### src/rtl/wash_program_sequencer.sv
// Washing-machine program controller: FILL -> RINSE -> DRAIN passes repeated a
// configurable number of times, then DEHYD and a DONE alarm. Phase timers are
// internal and run from durations latched at program start. Supports pause,
// abort (stop_n) and a fill-timeout fault.
//
// Inputs are plain levels; there is no valid/ready handshake. start_n is
// sampled in IDLE only, stop_n in every state. All outputs are registered and
// change on the same clock edge as the state.
module wash_program_sequencer #(
    parameter int CNT_W        = 16,
    parameter int RPT_W        = 3,
    parameter int FILL_TIMEOUT = 1000
) (
    input  logic             clk,
    input  logic             rst,
    input  logic             start_n,
    input  logic             stop_n,
    input  logic             pause,
    input  logic             water_full,
    input  logic [CNT_W-1:0] cfg_rinse_t,
    input  logic [CNT_W-1:0] cfg_drain_t,
    input  logic [CNT_W-1:0] cfg_dehyd_t,
    input  logic [CNT_W-1:0] cfg_alarm_t,
    input  logic [RPT_W-1:0] cfg_repeats,
    output logic [2:0]       state,
    output logic [6:0]       led_n,
    output logic [RPT_W-1:0] passes_left,
    output logic             phase_done,
    output logic             busy
);

    typedef enum logic [2:0] {
        ST_IDLE  = 3'b000,
        ST_FILL  = 3'b001,
        ST_RINSE = 3'b011,
        ST_DRAIN = 3'b010,
        ST_DEHYD = 3'b110,
        ST_DONE  = 3'b100,
        ST_FAULT = 3'b101
    } state_t;

    localparam logic [CNT_W-1:0] ONE_C     = CNT_W'(1);
    localparam logic [CNT_W-1:0] ZERO_C    = '0;
    localparam logic [RPT_W-1:0] ONE_R     = RPT_W'(1);
    localparam logic [RPT_W-1:0] ZERO_R    = '0;
    // Last fill-count value before timeout; hitting it with the drum still
    // not full means FILL_TIMEOUT cycles have been spent in FILL.
    localparam logic [CNT_W-1:0] FILL_LAST = CNT_W'(FILL_TIMEOUT - 1);

    // Active-low one-hot LED pattern for a state.
    function automatic logic [6:0] led_decode(input state_t s);
        logic [6:0] onehot;
        onehot = 7'b0000000;
        unique case (s)
            ST_IDLE:  onehot = 7'b0000001;
            ST_FILL:  onehot = 7'b0000010;
            ST_RINSE: onehot = 7'b0000100;
            ST_DRAIN: onehot = 7'b0001000;
            ST_DEHYD: onehot = 7'b0010000;
            ST_DONE:  onehot = 7'b0100000;
            ST_FAULT: onehot = 7'b1000000;
            default:  onehot = 7'b0000000;
        endcase
        return ~onehot;
    endfunction

    function automatic logic is_busy(input state_t s);
        return (s == ST_FILL) || (s == ST_RINSE) || (s == ST_DRAIN) || (s == ST_DEHYD);
    endfunction

    state_t           r_state;
    logic [CNT_W-1:0] r_cnt;
    logic [CNT_W-1:0] r_fill_cnt;
    logic [RPT_W-1:0] r_passes;
    logic [CNT_W-1:0] r_rinse_t;
    logic [CNT_W-1:0] r_drain_t;
    logic [CNT_W-1:0] r_dehyd_t;
    logic [CNT_W-1:0] r_alarm_t;
    logic             r_phase_done;
    logic [6:0]       r_led_n;
    logic             r_busy;

    state_t           w_next_state;
    logic [CNT_W-1:0] w_cnt;
    logic [CNT_W-1:0] w_fill_cnt;
    logic [RPT_W-1:0] w_passes;
    logic             w_phase_done;
    logic             w_latch;

    // Zero durations/repeats are treated as one so every phase takes >= 1 cycle.
    logic [CNT_W-1:0] w_rinse_sat;
    logic [CNT_W-1:0] w_drain_sat;
    logic [CNT_W-1:0] w_dehyd_sat;
    logic [CNT_W-1:0] w_alarm_sat;
    logic [RPT_W-1:0] w_rep_sat;

    assign w_rinse_sat = (cfg_rinse_t == ZERO_C) ? ONE_C : cfg_rinse_t;
    assign w_drain_sat = (cfg_drain_t == ZERO_C) ? ONE_C : cfg_drain_t;
    assign w_dehyd_sat = (cfg_dehyd_t == ZERO_C) ? ONE_C : cfg_dehyd_t;
    assign w_alarm_sat = (cfg_alarm_t == ZERO_C) ? ONE_C : cfg_alarm_t;
    assign w_rep_sat   = (cfg_repeats == ZERO_R) ? ONE_R : cfg_repeats;

    // Next-state, counter and pulse logic; priority is abort, fill timeout,
    // pause, then normal phase progression.
    always_comb begin
        w_next_state = r_state;
        w_cnt        = r_cnt;
        w_fill_cnt   = r_fill_cnt;
        w_passes     = r_passes;
        w_phase_done = 1'b0;
        w_latch      = 1'b0;

        if (!stop_n && (r_state != ST_IDLE)) begin
            w_next_state = ST_IDLE;
            w_cnt        = ZERO_C;
            w_fill_cnt   = ZERO_C;
            w_passes     = ZERO_R;
        end else if ((r_state == ST_FILL) && !water_full && (r_fill_cnt == FILL_LAST)) begin
            w_next_state = ST_FAULT;
            w_fill_cnt   = ZERO_C;
        end else if (pause && is_busy(r_state)) begin
            // Hold everything exactly as it is.
            w_next_state = r_state;
        end else begin
            unique case (r_state)
                ST_IDLE: begin
                    if (!start_n && stop_n) begin
                        w_next_state = ST_FILL;
                        w_latch      = 1'b1;
                        w_passes     = w_rep_sat;
                        w_fill_cnt   = ZERO_C;
                        w_cnt        = ZERO_C;
                    end
                end
                ST_FILL: begin
                    if (water_full) begin
                        w_next_state = ST_RINSE;
                        w_cnt        = r_rinse_t;
                        w_fill_cnt   = ZERO_C;
                    end else begin
                        w_fill_cnt = r_fill_cnt + ONE_C;
                    end
                end
                ST_RINSE: begin
                    if (r_cnt == ONE_C) begin
                        w_next_state = ST_DRAIN;
                        w_cnt        = r_drain_t;
                        w_phase_done = 1'b1;
                    end else begin
                        w_cnt = r_cnt - ONE_C;
                    end
                end
                ST_DRAIN: begin
                    if (r_cnt == ONE_C) begin
                        w_phase_done = 1'b1;
                        if (r_passes > ONE_R) begin
                            w_next_state = ST_FILL;
                            w_passes     = r_passes - ONE_R;
                            w_cnt        = ZERO_C;
                            w_fill_cnt   = ZERO_C;
                        end else begin
                            w_next_state = ST_DEHYD;
                            w_passes     = ZERO_R;
                            w_cnt        = r_dehyd_t;
                        end
                    end else begin
                        w_cnt = r_cnt - ONE_C;
                    end
                end
                ST_DEHYD: begin
                    if (r_cnt == ONE_C) begin
                        w_next_state = ST_DONE;
                        w_cnt        = r_alarm_t;
                        w_phase_done = 1'b1;
                    end else begin
                        w_cnt = r_cnt - ONE_C;
                    end
                end
                ST_DONE: begin
                    if (r_cnt == ONE_C) begin
                        w_next_state = ST_IDLE;
                        w_cnt        = ZERO_C;
                        w_phase_done = 1'b1;
                    end else begin
                        w_cnt = r_cnt - ONE_C;
                    end
                end
                ST_FAULT: begin
                    // Only stop_n (handled above) leaves FAULT.
                    w_next_state = ST_FAULT;
                end
                default: begin
                    w_next_state = ST_IDLE;
                    w_cnt        = ZERO_C;
                    w_fill_cnt   = ZERO_C;
                    w_passes     = ZERO_R;
                end
            endcase
        end
    end

    // State, counters and registered outputs.
    always_ff @(posedge clk or negedge rst) begin
        if (!rst) begin
            r_state      <= ST_IDLE;
            r_cnt        <= ZERO_C;
            r_fill_cnt   <= ZERO_C;
            r_passes     <= ZERO_R;
            r_phase_done <= 1'b0;
            r_led_n      <= 7'b1111110;
            r_busy       <= 1'b0;
        end else begin
            r_state      <= w_next_state;
            r_cnt        <= w_cnt;
            r_fill_cnt   <= w_fill_cnt;
            r_passes     <= w_passes;
            r_phase_done <= w_phase_done;
            r_led_n      <= led_decode(w_next_state);
            r_busy       <= is_busy(w_next_state);
        end
    end

    // Program configuration, captured only on the start edge.
    always_ff @(posedge clk or negedge rst) begin
        if (!rst) begin
            r_rinse_t <= ZERO_C;
            r_drain_t <= ZERO_C;
            r_dehyd_t <= ZERO_C;
            r_alarm_t <= ZERO_C;
        end else if (w_latch) begin
            r_rinse_t <= w_rinse_sat;
            r_drain_t <= w_drain_sat;
            r_dehyd_t <= w_dehyd_sat;
            r_alarm_t <= w_alarm_sat;
        end
    end

    assign state       = r_state;
    assign led_n       = r_led_n;
    assign passes_left = r_passes;
    assign phase_done  = r_phase_done;
    assign busy        = r_busy;

endmodule
### config.mk
export PLATFORM = sky130hd
export DESIGN_NAME = wash_program_sequencer
export DESIGN_NICKNAME = d
export VERILOG_FILES = /design/src/rtl/wash_program_sequencer.sv
export SDC_FILE = /design/constraint.sdc
export NUM_CORES = 1
export LEC_CHECK = 0
export BUFFER_PORTS_ARGS = -buffer_cell sky130_fd_sc_hd__buf_2
export CORE_UTILIZATION = 58
export DETAILED_ROUTE_END_ITERATION = 12
export PLACE_DENSITY_LB_ADDON = 0.25
export SETUP_SLACK_MARGIN = 0.02
export SYNTH_ARGS = -nofsm -noshare
export SYNTH_HDL_FRONTEND = slang
export SYNTH_SLANG_ARGS = --single-unit
### constraint.sdc
create_clock -name clk -period 3 [get_ports clk]
set_input_delay 0.45 -clock clk [delete_from_list [all_inputs] [get_ports clk]]
set_output_delay 0.45 -clock clk [all_outputs]
set_load 0.05 [all_outputs]
==> results.ini <==
[run_status]
status=finished, final reports clean

[clock_tree]
root_buffer=clkbuf_8
post_cts_buffers=0
clkLatencyLatePin_ns=0.40
clockBufferDepth=2
cts.sinks=111
ctsHoldBuffers=0
htree_levels=3
numCtsBuffers=9
cts_resized=0
cts_tree=built
path_clk_slew_ns=0.11

[sta]
slew_viol_final=0
worst_pin_slew_ns=1.06
final.setup.worst_slack_ns=0.407
finalSetupViolCount=0
slew_headroom_pct=29.0
rsz0062_at_grt=false
fmax_mhz=386
fin_skew_ns=0.0150
hold_violations=0
period_minus_slack_ns=2.59
whs_ns=0.0490
tns_ns=0
fin_crit_sh_pct=86.4

[logic_synthesis]
synth_area_sq_um=5960
synth_area_leader_cell=dfrtp_1
synth.yosys.seq_area_share_pct=46.7
async_flop_share_pct=100
synthesis.nets=651
ys_warn_count=0
synth_cells=573
avgSynthCellArea_sq_um=10.4
synthTopCellsByCount=dfrtp_1 (105), mux2_2 (60), nand2_1 (32)
synthDistinctLibCells=67
yosysMostFrequentCell=dfrtp_1
synth_edf_count=0
synth_top_area_share_pct=44.1
yosys-top-cells-area=dfrtp_1 (44%), mux2_2 (11%), a22o_1 (3.8%), dfstp_2 (2.6%), o21ai_0 (2.6%)
ys_seq_elements=111
yosys_most_used_dff=dfrtp_1

[pwr]
powerDensity_nw_per_um2=984
switching_power_mw=2.79
p_comb_share_pct=46.0
p_leak_nw=2.91
seqPwrFrac_pct=38.8
swShare_pct=41.8
p_total_mw=6.66
power.internal_mw=3.87
max-vdd-ir-drop_v=0.000531
power.share.clock_pct=15.3

[die]
die_w_um=103
die_area_sq_um=10700
die_height_um=103
rows=36
ioPinCount=88
core_area_sq_um=9860
start_util_pct=60.4

[route]
wl_met3_um=1030
dr_wl_met2_um=7300
route.detailed.drc=0
top_layer=met4
via_count=5147
drt_iter0_markers=440
drtAntennaViolNets=0
met1Wirelength_um=6450
drt-total-wl_um=15000
wire_per_inst_um=19.1
drtPass1Iterations=6
via_per_inst=6.55

[flow_run]
maxCapViolations=0

[worst_setup_path]
rr_endpoint=r_cnt[8]$_DFFE_PN0P_
cp_max_fo=23
cp_top_family=simple AND/OR/NAND/NOR gates
crit_path_end=r_cnt[8]$_DFFE_PN0P_
worstSetupPathType=reg2reg
r2r-start=state[2]$_DFF_PN0_
crit_arrival_ns=2.91
cpMaxStageDelayCell=dfrtp_1
ff2ff_setup_slack_ns=0.41
end_kind=flip-flop
path_cells=nor2_1, nor2_1, nand4_1, o21ai_0, o2bb2ai_1
cp_common_cell=nor2_1
crit_path_start_kind=flip-flop
slowest_delay_ns=0.83
crit_path_start=state[2]$_DFF_PN0_
required_ns=3.32
r2r.worst_path.cells=5
crit_buf_inv=0
crit_cells=5

[cells_and_area]
filler_cell_count=772
num_antenna_cells=0
fin_nets=726
area_growth_pct=13.5
fin_cells=786
drive_gt1_share_pct=30.0
post-route-util_pct=68.6
design_area_sq_um=6770

[placed_design]
io_buffer_count=87
dpl_cell_area_sq_um=6540
place.gp.congestion=0.924
place_ws_ns=0.525
placed_cells=770
hpwlAfterDp_um=10900

[global_routing]
grt_pass1_wl_um=23700
antenna_found_initial=0
grt-ovfl-total=0
grt_max_degree=69
grt_pass1_vias=4776
grt_usage_pct=29.4

[min_path]
hp-class=in2async

-- how the worst min path moves through the flow --
| stage | from | end | cells after the start | slack, ns |
|---|---|---|---|---|
| after floorplan | rst | busy$_DFF_PN0_ | 0 | 0.15 |
| after global placement | r_alarm_t[0]$_DFFE_PN0P_ | r_alarm_t[0]$_DFFE_PN0P_ | 2 | 0.46 |
| after detailed placement | r_alarm_t[0]$_DFFE_PN0P_ | r_alarm_t[0]$_DFFE_PN0P_ | 2 | 0.47 |
| after CTS | rst | busy$_DFF_PN0_ | 1 | 0.07 |
| after global routing | rst | busy$_DFF_PN0_ | 1 | 0.09 |
| final | rst | led_n[0]$_DFF_PN0_ | 1 | 0.05 |
-- sequential cells by signal (all words and copies together) (netlist names) --
| signal | cells |
|---|---|
| led_n | 7 |
| r_cnt | 16 |
| passes_left | 3 |
| r_dehyd_t | 16 |
| busy | 1 |
| r_rinse_t | 16 |
| r_fill_cnt | 16 |
| r_drain_t | 16 |
| state | 3 |
| phase_done | 1 |
| r_alarm_t | 16 |
-- per-layer routing --
metal / vias up / GRT usage (%)
met4: 0 / 8.78
li1: 2367 / -
met3: 21 / 7.06
met5: - / 0
met1: 2553 / 39.5
met2: 206 / 47.6
-- worst register-to-register path, stage by stage (launching register included) --
cell,delay [ns]
dfrtp_1,0.83
nor2_1,0.17
nor2_1,0.47
nand4_1,0.52
o21ai_0,0.36
o2bb2ai_1,0.16
-- cell families (layout without fill, tap and decap cells) --
family                   Yosys count  after routing  share of synthesized area, %
AO/OA/AOI/OAI                    157            157                          19.3
XOR/XNOR                           3              3                         0.441
adder cells (fa/ha/maj)            5              5                          1.05
buffers and inverters             55            135                          3.67
flip-flops                       111            111                          46.7
multiplexers                      63             63                          11.8
AND/OR/NAND/NOR                  179            179                          17.0
-- power by group through the flow --
| stage | Sequential, mW | Clock [mW] | Combinational, mW |
|---|---|---|---|
| after CTS | 2.57 | 1.04 | 3.04 |
| after global routing | 2.64 | 1.09 | 3.33 |
| after detailed placement | 2.60 | 0 | 3.02 |
| final | 2.58 | 1.02 | 3.06 |
| after floorplan | 2.60 | 0 | 2.18 |
| after global placement | 2.57 | 0 | 2.94 |
-- layout by cell type, fill, tap and decap left out, drive strengths merged, types with 4 or more instances in the layout --
cell type  synthesis  routed
o21ai             33      33
a221oi             6       6
a222oi             6       6
or3                6       6
and4               4       4
clkbuf            22      10
o2bb2ai            6       6
nor2              26      26
a31oi             17      17
and2               5       5
buf               14     100
ha                 5       5
nand4             10      10
a22o              26      26
nor3              17      17
or4                6       6
dfrtp            105     105
a41oi              9       9
nor2b              5       5
mux2              60      60
dfstp              6       6
o211ai             5       5
a21oi             20      20
nand3             25      25
nand2             32      32
nor4              22      22
o31ai              4       4
and3               6       6
inv               19      22
-- cell type report --
| class | instances | area [sq um] | share of cell area (%) |
|---|---|---|---|
| clock inverter | 6 | 97.6 | 1.44 |
| tap | 133 | 166 | 2.46 |
| inverter | 19 | 71.3 | 1.05 |
| timing repair buffer | 100 | 561 | 8.28 |
| clock buffer | 10 | 128 | 1.89 |
| multi-input combinational | 407 | 2960 | 43.7 |
| sequential | 111 | 2790 | 41.2 |
No activity file was read; power rests on OpenSTA's default activity.
